===== config.mk =====
export PLATFORM = sky130hd
export DESIGN_NAME = wash_cycle_ctrl
export DESIGN_NICKNAME = d
export VERILOG_FILES = /design/src/rtl/wash_cycle_ctrl.sv
export SDC_FILE = /design/constraint.sdc
export NUM_CORES = 1
export LEC_CHECK = 0
export CAP_MARGIN = 20
export CORE_UTILIZATION = 40
export CTS_CLUSTER_SIZE = 30
export DETAILED_ROUTE_END_ITERATION = 16
export PLACE_DENSITY = 0.69
export SETUP_SLACK_MARGIN = 0.5
export SLEW_MARGIN = 25
export SYNTH_ARGS = -nofsm -noshare
export SYNTH_HDL_FRONTEND = slang
export SYNTH_SLANG_ARGS = --single-unit

===== constraint.sdc =====
create_clock -name CLK100MHZ -period 2.1 [get_ports CLK100MHZ]
set_input_delay 0.21 -clock CLK100MHZ [delete_from_list [all_inputs] [get_ports CLK100MHZ]]
set_output_delay 0.21 -clock CLK100MHZ [all_outputs]
set_load 0.01 [all_outputs]

===== src/rtl/wash_cycle_ctrl.sv =====
// Washer/dryer program sequencer: start/pause handling, credit check and charge,
// per-minute phase countdown and registered actuator enables.
module wash_cycle_ctrl #(
  parameter int FILL_MIN   = 2,
  parameter int WASH_Q_MIN = 4,
  parameter int WASH_N_MIN = 7,
  parameter int WASH_H_MIN = 11,
  parameter int DRAIN_MIN  = 1,
  parameter int RINSE_MIN  = 3,
  parameter int SPIN_MIN   = 2,
  parameter int DRY_MIN    = 9
) (
  input  logic       CLK100MHZ,
  input  logic       CPU_RESETN,
  input  logic       MIN_TICK,
  input  logic       BTNC,
  input  logic       DOOR,
  input  logic [1:0] MODE,
  input  logic [3:0] CREDIT,
  output logic [2:0] STATE,
  output logic       PAUSED,
  output logic [3:0] PHASE_MIN,
  output logic [6:0] TOTAL_MIN,
  output logic       VALVE,
  output logic       MOTOR,
  output logic       DRAIN,
  output logic       HEATER,
  output logic       LOCK,
  output logic       CHARGE,
  output logic [3:0] CHARGE_AMT,
  output logic       NOFUNDS,
  output logic       DONE
);

  // S_ACCEPT is the charge cycle between the button edge and the first phase; it reads as IDLE.
  typedef enum logic [3:0] {
    S_IDLE, S_ACCEPT, S_FILL, S_WASH, S_DRAIN, S_RINSE, S_SPIN, S_DRY, S_DONE
  } state_t;

  state_t     state_reg, state_next;
  logic       paused_reg, paused_next;
  logic [3:0] phase_reg, phase_next;
  logic [6:0] total_reg, total_next;
  logic [1:0] mode_reg, mode_next;
  logic       charge_next, nofunds_next;
  logic [3:0] amt_next;
  logic       btn_q, door_q;
  logic       btn_rise, door_fall, running;

  function automatic logic [3:0] cost_of(input logic [1:0] m);
    case (m)
      2'b00:   cost_of = 4'd1;
      2'b01:   cost_of = 4'd2;
      2'b10:   cost_of = 4'd3;
      default: cost_of = 4'd2;
    endcase
  endfunction

  function automatic logic [3:0] wash_len(input logic [1:0] m);
    case (m)
      2'b00:   wash_len = 4'(WASH_Q_MIN);
      2'b01:   wash_len = 4'(WASH_N_MIN);
      default: wash_len = 4'(WASH_H_MIN);
    endcase
  endfunction

  function automatic logic [6:0] total_of(input logic [1:0] m);
    if (m == 2'b11) total_of = 7'(DRY_MIN);
    else total_of = 7'(FILL_MIN + DRAIN_MIN + RINSE_MIN + SPIN_MIN) + 7'(wash_len(m));
  endfunction

  function automatic logic [3:0] phase_len(input state_t s, input logic [1:0] m);
    case (s)
      S_FILL:  phase_len = 4'(FILL_MIN);
      S_WASH:  phase_len = wash_len(m);
      S_DRAIN: phase_len = 4'(DRAIN_MIN);
      S_RINSE: phase_len = 4'(RINSE_MIN);
      S_SPIN:  phase_len = 4'(SPIN_MIN);
      S_DRY:   phase_len = 4'(DRY_MIN);
      default: phase_len = 4'd0;
    endcase
  endfunction

  function automatic state_t next_phase(input state_t s);
    case (s)
      S_FILL:  next_phase = S_WASH;
      S_WASH:  next_phase = S_DRAIN;
      S_DRAIN: next_phase = S_RINSE;
      S_RINSE: next_phase = S_SPIN;
      default: next_phase = S_DONE;
    endcase
  endfunction

  function automatic logic [2:0] state_code(input state_t s);
    case (s)
      S_FILL:  state_code = 3'd1;
      S_WASH:  state_code = 3'd2;
      S_DRAIN: state_code = 3'd3;
      S_RINSE: state_code = 3'd4;
      S_SPIN:  state_code = 3'd5;
      S_DRY:   state_code = 3'd6;
      S_DONE:  state_code = 3'd7;
      default: state_code = 3'd0;
    endcase
  endfunction

  assign btn_rise  = BTNC & ~btn_q;
  assign door_fall = door_q & ~DOOR;
  assign running   = state_reg inside {S_FILL, S_WASH, S_DRAIN, S_RINSE, S_SPIN, S_DRY};

  always_comb begin
    state_next   = state_reg;
    paused_next  = paused_reg;
    phase_next   = phase_reg;
    total_next   = total_reg;
    mode_next    = mode_reg;
    charge_next  = 1'b0;
    amt_next     = 4'd0;
    nofunds_next = 1'b0;
    case (state_reg)
      S_IDLE: begin
        if (btn_rise && DOOR) begin
          if (CREDIT >= cost_of(MODE)) begin
            charge_next = 1'b1;
            amt_next    = cost_of(MODE);
            mode_next   = MODE;
            state_next  = S_ACCEPT;
          end else begin
            nofunds_next = 1'b1;
          end
        end
      end
      S_ACCEPT: begin
        state_next  = (mode_reg == 2'b11) ? S_DRY : S_FILL;
        phase_next  = (mode_reg == 2'b11) ? phase_len(S_DRY, mode_reg) : phase_len(S_FILL, mode_reg);
        total_next  = total_of(mode_reg);
        paused_next = 1'b0;
      end
      S_DONE: begin
        phase_next  = 4'd0;
        total_next  = 7'd0;
        paused_next = 1'b0;
        if (btn_rise || door_fall) state_next = S_IDLE;
      end
      default: begin
        // A button edge always wins over the tick; an open door pauses and swallows the tick.
        if (running) begin
          if (btn_rise) begin
            paused_next = paused_reg ? ~DOOR : 1'b1;
          end else if (!DOOR) begin
            paused_next = 1'b1;
          end else if (MIN_TICK && !paused_reg) begin
            total_next = (total_reg != 7'd0) ? total_reg - 7'd1 : 7'd0;
            if (phase_reg <= 4'd1) begin
              state_next = next_phase(state_reg);
              phase_next = phase_len(next_phase(state_reg), mode_reg);
            end else begin
              phase_next = phase_reg - 4'd1;
            end
          end
        end
      end
    endcase
  end

  always_ff @(posedge CLK100MHZ) begin
    if (!CPU_RESETN) begin
      state_reg  <= S_IDLE;
      paused_reg <= 1'b0;
      phase_reg  <= 4'd0;
      total_reg  <= 7'd0;
      mode_reg   <= 2'b00;
      btn_q      <= 1'b0;
      door_q     <= 1'b0;
      STATE      <= 3'd0;
      VALVE      <= 1'b0;
      MOTOR      <= 1'b0;
      DRAIN      <= 1'b0;
      HEATER     <= 1'b0;
      LOCK       <= 1'b0;
      CHARGE     <= 1'b0;
      CHARGE_AMT <= 4'd0;
      NOFUNDS    <= 1'b0;
      DONE       <= 1'b0;
    end else begin
      state_reg  <= state_next;
      paused_reg <= paused_next;
      phase_reg  <= phase_next;
      total_reg  <= total_next;
      mode_reg   <= mode_next;
      btn_q      <= BTNC;
      door_q     <= DOOR;
      STATE      <= state_code(state_next);
      VALVE      <= ~paused_next & (state_next inside {S_FILL, S_RINSE});
      MOTOR      <= ~paused_next & (state_next inside {S_WASH, S_RINSE, S_SPIN, S_DRY});
      DRAIN      <= ~paused_next & (state_next inside {S_DRAIN, S_SPIN});
      HEATER     <= ~paused_next & (state_next == S_DRY);
      LOCK       <= state_next inside {S_FILL, S_WASH, S_DRAIN, S_RINSE, S_SPIN, S_DRY};
      CHARGE     <= charge_next;
      CHARGE_AMT <= amt_next;
      NOFUNDS    <= nofunds_next;
      DONE       <= (state_next == S_DONE);
    end
  end

  assign PAUSED    = paused_reg;
  assign PHASE_MIN = phase_reg;
  assign TOTAL_MIN = total_reg;

endmodule


==> run metrics, run 1 <==
predominant post-synthesis flop cell=dfxtp_1; combinational share of power=between 40% and 50%; number of flops mapped to enable cells by yosys=0; Synth Area in XOR/XNOR=less than 1%; P_int=~1500 uW; vias per cell=between 5 and 6; Slowest-stage cell, CP=dfxtp_4; Largest register FFs=7; routed wire length=between 6 and 7 mm; area leader, netlist=dfxtp_1; first-pass GRT wire length=9.36 mm; HPWL after detailed placement=3.59 mm; Slew headroom=between 60% and 70%; Simple-Gate Fraction of Synth Area=roughly a quarter; Layout area overhead=71.6%; Post-synth top cells=33 x dfxtp_1, 31 x nor2_1, 17 x a21oi_1, 15 x o21ai_0, 13 x nand2_1; fin area=between 3000 and 4000 sq um; worst endpoint data arrival time=2.09 ns; drt pass-1 iters=6; Pleak=between 0.001 and 0.0015 uW; Reg2Reg Depth=7; hold endpoint=CHARGE_AMT[0]$_SDFF_PN0_; VDD IR max=0.521 mV; Achievable Freq=around 0.52 GHz; CTS root buffer=clkbuf_8; post-synthesis cell type count=58; reg-to-reg critical path startpoint=state_reg[3]$_SDFF_PN0_; multiplexer share of the synthesized area=around 1.6%; ranking of synthesized cells by area=dfxtp_1 35%, ha_1 6.6%, nor2_1 6.1%; CTS Buffer Depth=2; syn_area_per_cell=8.38 sq um; final hold violations=0; CP cell instances=nor4_4, and4b_1, nand2_2, a32oi_4, buf_6, nand4_1, o41ai_1; max_cap viols=0; Final Util=73.1%; CTS tree=built; DR iter-0 viols=138; largest net degree at the start of global routing=17; Worst R2R End=STATE[1]$_SDFF_PN0_; Placed Instances=about 330; vias in the first global route=1,977; Cell Pwr Density=approximately 730 nW/um^2; fin crit share=between 90% and 100%; # setup viols final=0; CP endpoint kind=flop; max-slew violations=0; grt total ovfl=0; hold_sp=MODE[0]; io pins=38; clk_skew=between 0.005 and 0.006 ns; Reg clk slew, reported paths=approximately 0.070 ns; final net count=341; placed cell areas=2590 sq um; CP Buf/Inv Count=1; Sequential Power Share=slightly above 30%; antenna-violating nets left=0; DR vias=2,137; min Tclk post-route=1.91 ns; post-synthesis sequential area ratio=34.9%; synthesized cell area=1890 sq um; die width=70.8 um; routed len/inst=~17 um; post-synthesis register bit count=33; Ant. Diodes=0; dominant cell by count in the synthesized netlist=dfxtp_1; Register-to-Register Setup Slack=~0.19 ns; GRT Total Usage=approximately a quarter; switch share=37.1%; NetSw=876 uW; post-synth top area share=approximately a third; cts bufs inserted=5; worst min path class=input pin to flop; H-tree levels=2; gp weighted congestion=0.839; Clk pwr share=roughly 20%; yosys warns=0; complex-gate fraction of the synthesized area=between 20% and 30%; final cell count without fillers=~370; combinational family with the most area after synthesis=simple AND/OR/NAND/NOR gates; Critical Path Max Stage Delay=about 0.38 ns; Async S/R FF share, synth=0%; Placement Rows=24; TNS Setup=0 ns; Worst-Margin Slew=between 0.5 and 0.6 ns; initial core utilization=between 40% and 50%; outcome=finished, final reports clean; DRC Markers=0; critical path startpoint category=flop; Worst EP required=roughly 2.3 ns; fraction of layout instances using a drive strength above 1=a little under half; largest driver fanout on the critical path=6; antenna violations before repair=0; clk sinks=33; hold path cells=2; # port buffers=35; Adder-Cell Fraction of Synth Area=between 6 and 7%; core box area=roughly 4400 sq um; RSZ-0062 raised after global routing=true; die area=5010 sq um; Top delay family on crit path=simple AND/OR/NAND/NOR gates; Worst-Skew Late Latency=around 0.3 ns; die height=70.8 um; Synth Instances=roughly 230; critical path type=flop to flop
==> metrics by stage <==
| stage | setup slack (ns) | total power, uW | hold slack, ns |
|---|---|---|---|
| finish | 0.188 | 2360 | 0.165 |
| global route | 0.0913 | 2470 | 0.182 |
| CTS | 0.181 | 2210 | 0.269 |
| detailed placement | -0.292 | 1560 | 0.482 |
| global placement | -0.236 | 1550 | 0.476 |
| floorplan | 0.261 | 1290 | 0.282 |
==> final cells by class <==
class,count,area [sq um]
multi-input combinational,169,1450
fill,295,1200
timing repair buffer,99,905
sequential,33,693
clock buffer,5,68.8
tap,52,65.1
inverter,12,55.1
clock inverter,3,16.3
==> worst max-delay path by stage <==
stage                               from                        end  slack, ns  cells past startpoint
2_1_floorplan  TOTAL_MIN[0]$_SDFFE_PN0P_  TOTAL_MIN[5]$_SDFFE_PN0P_       0.26                      8
3_3_place_gp                     MODE[0]           VALVE$_SDFF_PN0_      -0.24                      9
3_5_place_dp                     MODE[0]           VALVE$_SDFF_PN0_      -0.29                      9
4_1_cts        TOTAL_MIN[0]$_SDFFE_PN0P_  TOTAL_MIN[4]$_SDFFE_PN0P_       0.18                      9
5_1_grt          state_reg[3]$_SDFF_PN0_           VALVE$_SDFF_PN0_       0.09                      7
6_report         state_reg[3]$_SDFF_PN0_        STATE[1]$_SDFF_PN0_       0.19                      7
==> layer usage <==
| metal | wire, um | track usage (%) | share of wire [%] | vias to the layer above |
|---|---|---|---|---|
| li1 | - | - | - | 989 |
| met1 | 2730 | 30.4 | 43 | 1022 |
| met2 | 2970 | 39.6 | 47 | 99 |
| met3 | 424 | 4.70 | 6.7 | 27 |
| met4 | 236 | 12.0 | 3.7 | 0 |
| met5 | 0 | 0 | 0 | - |
==> cells in the final DEF (no fill, tap or decap), drive strengths merged, types with 2 or more instances in the layout <==
| cell type | instances |
|---|---|
| nor2b | 2 |
| and4b | 2 |
| dlygate4sd2 | 4 |
| o21a | 3 |
| o21bai | 2 |
| nor3 | 5 |
| o41ai | 2 |
| nor4b | 3 |
| mux2i | 3 |
| clkinv | 2 |
| dfxtp | 33 |
| nand2 | 14 |
| or3 | 3 |
| conb | 2 |
| buf | 65 |
| nor2 | 32 |
| o22ai | 2 |
| a211o | 3 |
| a21oi | 17 |
| nand4b | 2 |
| ha | 10 |
| clkbuf | 5 |
| nand3 | 7 |
| inv | 13 |
| nand2b | 6 |
| o21ai | 18 |
| clkdlybuf4s50 | 30 |
| a32oi | 2 |
| a211oi | 3 |
| or2 | 5 |
| o2111ai | 2 |
| and2 | 5 |
==> power by group through the flow <==
stage	Sequential, uW	Clock (uW)	Combinational (uW)
after CTS	728	488	998
after global routing	742	518	1210
after detailed placement	747	0	817
after global placement	747	0	800
after floorplan	748	0	538
final	737	486	1140
==> cell families after synthesis <==
kind of cell,after synthesis
mux,3
compound gates,62
buf+inv,25
fa+ha+maj,10
xor+xnor,1
other cells,1
simple gates,91
flops,33
==> what timing repair did <==
action | CTS | global route
setup endpoints to repair | 29 | 26
setup buffers | 22 | 13
hold buffers | 0 | 0
gates cloned | 1 | 0
gates resized for setup | 58 | 35
pin swaps | 29 | 19
(Power assumes the default switching activity.)
==> inputs of run 2 (changes only) <==
Settings changed: CAP_MARGIN 20 to not set.
Clock period 2.1 ns to 1.6 ns, I/O delays scaled along.
==> run 2 against run 1 <==
Effect of this change: the run now ends with setup timing left; via count grew 8.0%; register-to-register slack got worse by 0.55 ns; sequential power grew 29%; sequential cell count did not move; maximum frequency fell by 2.5%; global-route usage up 2.6 points; routed wire length grew 19%; highest routed layer unchanged.
==> run metrics, run 2 (same netlist as run 1, synthesis figures left out) <==
min Tclk post-route=1.96 ns (+0.0482 ns); commonest non-fill, non-tap cells in the layout=64 x buf_4, 21 x buf_6, 19 x nor2_1; cts bufs inserted=5 (unchanged); Pleak=0.00151 uW (+18%); Layout area overhead=84.7%; Placement Rows=24 (unchanged); Reg clk slew, reported paths=0.07 ns (about the same); Cell Pwr Density=952 nW/um^2 (+31%); gp weighted congestion=0.847 (+0.89%); initial core utilization=42.6% (unchanged); max-slew violations=0 (unchanged); Achievable Freq=0.510 GHz (-2.5%); VDD IR max=0.682 mV (+31%); fin crit share=123% (+31 points); total power=3330 uW (+41%); outcome=finished with violations; core box area=4440 sq um (unchanged); DRC Markers=0 (unchanged); CTS root buffer=clkbuf_8; vias per cell=5.83 (+1.7%); Final WS setup=-0.360 ns (-0.548 ns); final hold violations=0 (unchanged); CTS Hold Buffers Added=0 (unchanged); Largest register FFs=7 (unchanged); DP Worst Slack=-0.777 ns (-0.485 ns); DR iter-0 viols=237 (+72%); antenna violations before repair=0 (unchanged); fraction of layout instances using a drive strength above 1=60.2% (+13 points); grt total ovfl=0 (unchanged); RSZ-0062 raised after global routing=true; die height=70.8 um (unchanged); routed wire length=7.55 mm (+19%); largest net degree at the start of global routing=12 (-5); HPWL after detailed placement=4.27 mm (+19%); critical path startpoint category=flop; # port buffers=35 (unchanged); worst min path class=input pin to flop; Worst-Skew Late Latency=0.29 ns (about the same); DR vias=2,308 (+8.0%); critical path type=flop to flop; first-pass GRT wire length=10.3 mm (+10%); final net count=364 (+6.7%); Critical Path Max Stage Delay=0.45 ns (+0.07 ns); antenna-violating nets left=0 (unchanged); failing checks=setup timing; CP cell instances=nand2b_4, nand4b_4, o41ai_4, nand2_2, or3_4, a211oi_2; clk_skew=0.00503 ns (-0.000223 ns); drt pass-1 iters=5 (-1); CTS Buffer Depth=2 (unchanged); Worst EP required=1.80 ns (-0.48 ns); clk sinks=33 (unchanged); Top delay family on crit path=simple AND/OR/NAND/NOR gates; H-tree levels=2 (unchanged); die area=5010 sq um (unchanged); hold slack=0.0733 ns (-0.0919 ns); Slowest-stage cell, CP=o41ai_4; CP endpoint kind=flop; vias in the first global route=2,154 (+9.0%); io pins=38 (unchanged); die width=70.8 um (unchanged); Ant. Diodes=0 (unchanged); worst endpoint data arrival time=2.16 ns (+0.07 ns); max_cap viols=0 (unchanged); largest driver fanout on the critical path=4 (-2); CTS tree=built; # setup viols final=23 (+23); GRT Total Usage=26.8% (+2.6 points); leading cell type in the layout, fill and taps excluded=buf_4; Final Util=78.7% (+5.6 points); routed len/inst=19.1 um (+12%); CP Buf/Inv Count=0 (-1)
==> run 2: cell types whose count changed in the layout (fill, tap and decap cells not counted), sizes merged <==
cell and delta:
o21ai +1, dlygate4sd2 +12, clkdlybuf4s15 +2, clkdlybuf4s50 -25
buf +32, clkbuf +1
==> run 2: layer usage <==
| metal | vias to the layer above | track usage (%) | wire length (um) |
|---|---|---|---|
| met5 | - | 0 | 0 |
| met3 | 30 | 4.70 | 406 |
| li1 | 1035 | - | - |
| met1 | 1143 | 33.4 | 3090 |
| met2 | 100 | 46.9 | 3750 |
| met4 | 0 | 8.67 | 303 |
==> run 2: layout make-up <==
type | count | area [sq um]
flip-flops and latches | 33 | 699
well taps | 52 | 65.1
fillers | 263 | 947
clock buffers | 5 | 68.8
repair buffers | 121 | 1040
multi-input cells | 170 | 1550
clock inverters | 3 | 16.3
inverters | 12 | 55.1
==> run 2: per-stage QoR <==
step	TNS, ns	instances	instance area, sq um
6_report	-4.54	396	3500
4_1_cts	-3.07	384	3270
5_1_grt	-5.85	396	3500
2_1_floorplan	-1.88	227	2120
3_5_place_dp	-12.04	365	2920
3_3_place_gp	-10.54	365	2920
==> run 2: final timing paths <==
check	endpoint	cells after the start	slack, ns	from
setup / recovery	STATE[0]$_SDFF_PN0_	6	-0.36	btn_q$_SDFF_PN0_
hold / removal	CHARGE_AMT[0]$_SDFF_PN0_	2	0.07	MODE[0]
setup reg to reg	STATE[0]$_SDFF_PN0_	6	-0.36	btn_q$_SDFF_PN0_
hold reg to reg	TOTAL_MIN[6]$_SDFFE_PN0P_	2	0.51	TOTAL_MIN[6]$_SDFFE_PN0P_
==> run 2: timing repair <==
item,4_1_cts,5_1_grt
gates cloned,1,0
pin swaps,33,27
buffers inserted,10,12
gates resized for setup,127,43
endpoints found under the hold margin,0,0
endpoints found under the setup margin,56,36
==> run 2: worst reg2reg max path: cells and delay by family (launching register included) <==
family / cells / cell delay [ns]
AOI/OAI and AO/OA: 2 / 0.71
and+or+nand+nor: 4 / 0.82
DFF: 1 / 0.33
==> run 2: where the power goes <==
| group | switching (uW) | total, uW | internal [uW] |
|---|---|---|---|
| clock | 333 | 634 | 301 |
| combinational | 862 | 1750 | 884 |
| sequential | 55.6 | 950 | 894 |
| total | 1250 | 3330 | 2080 |
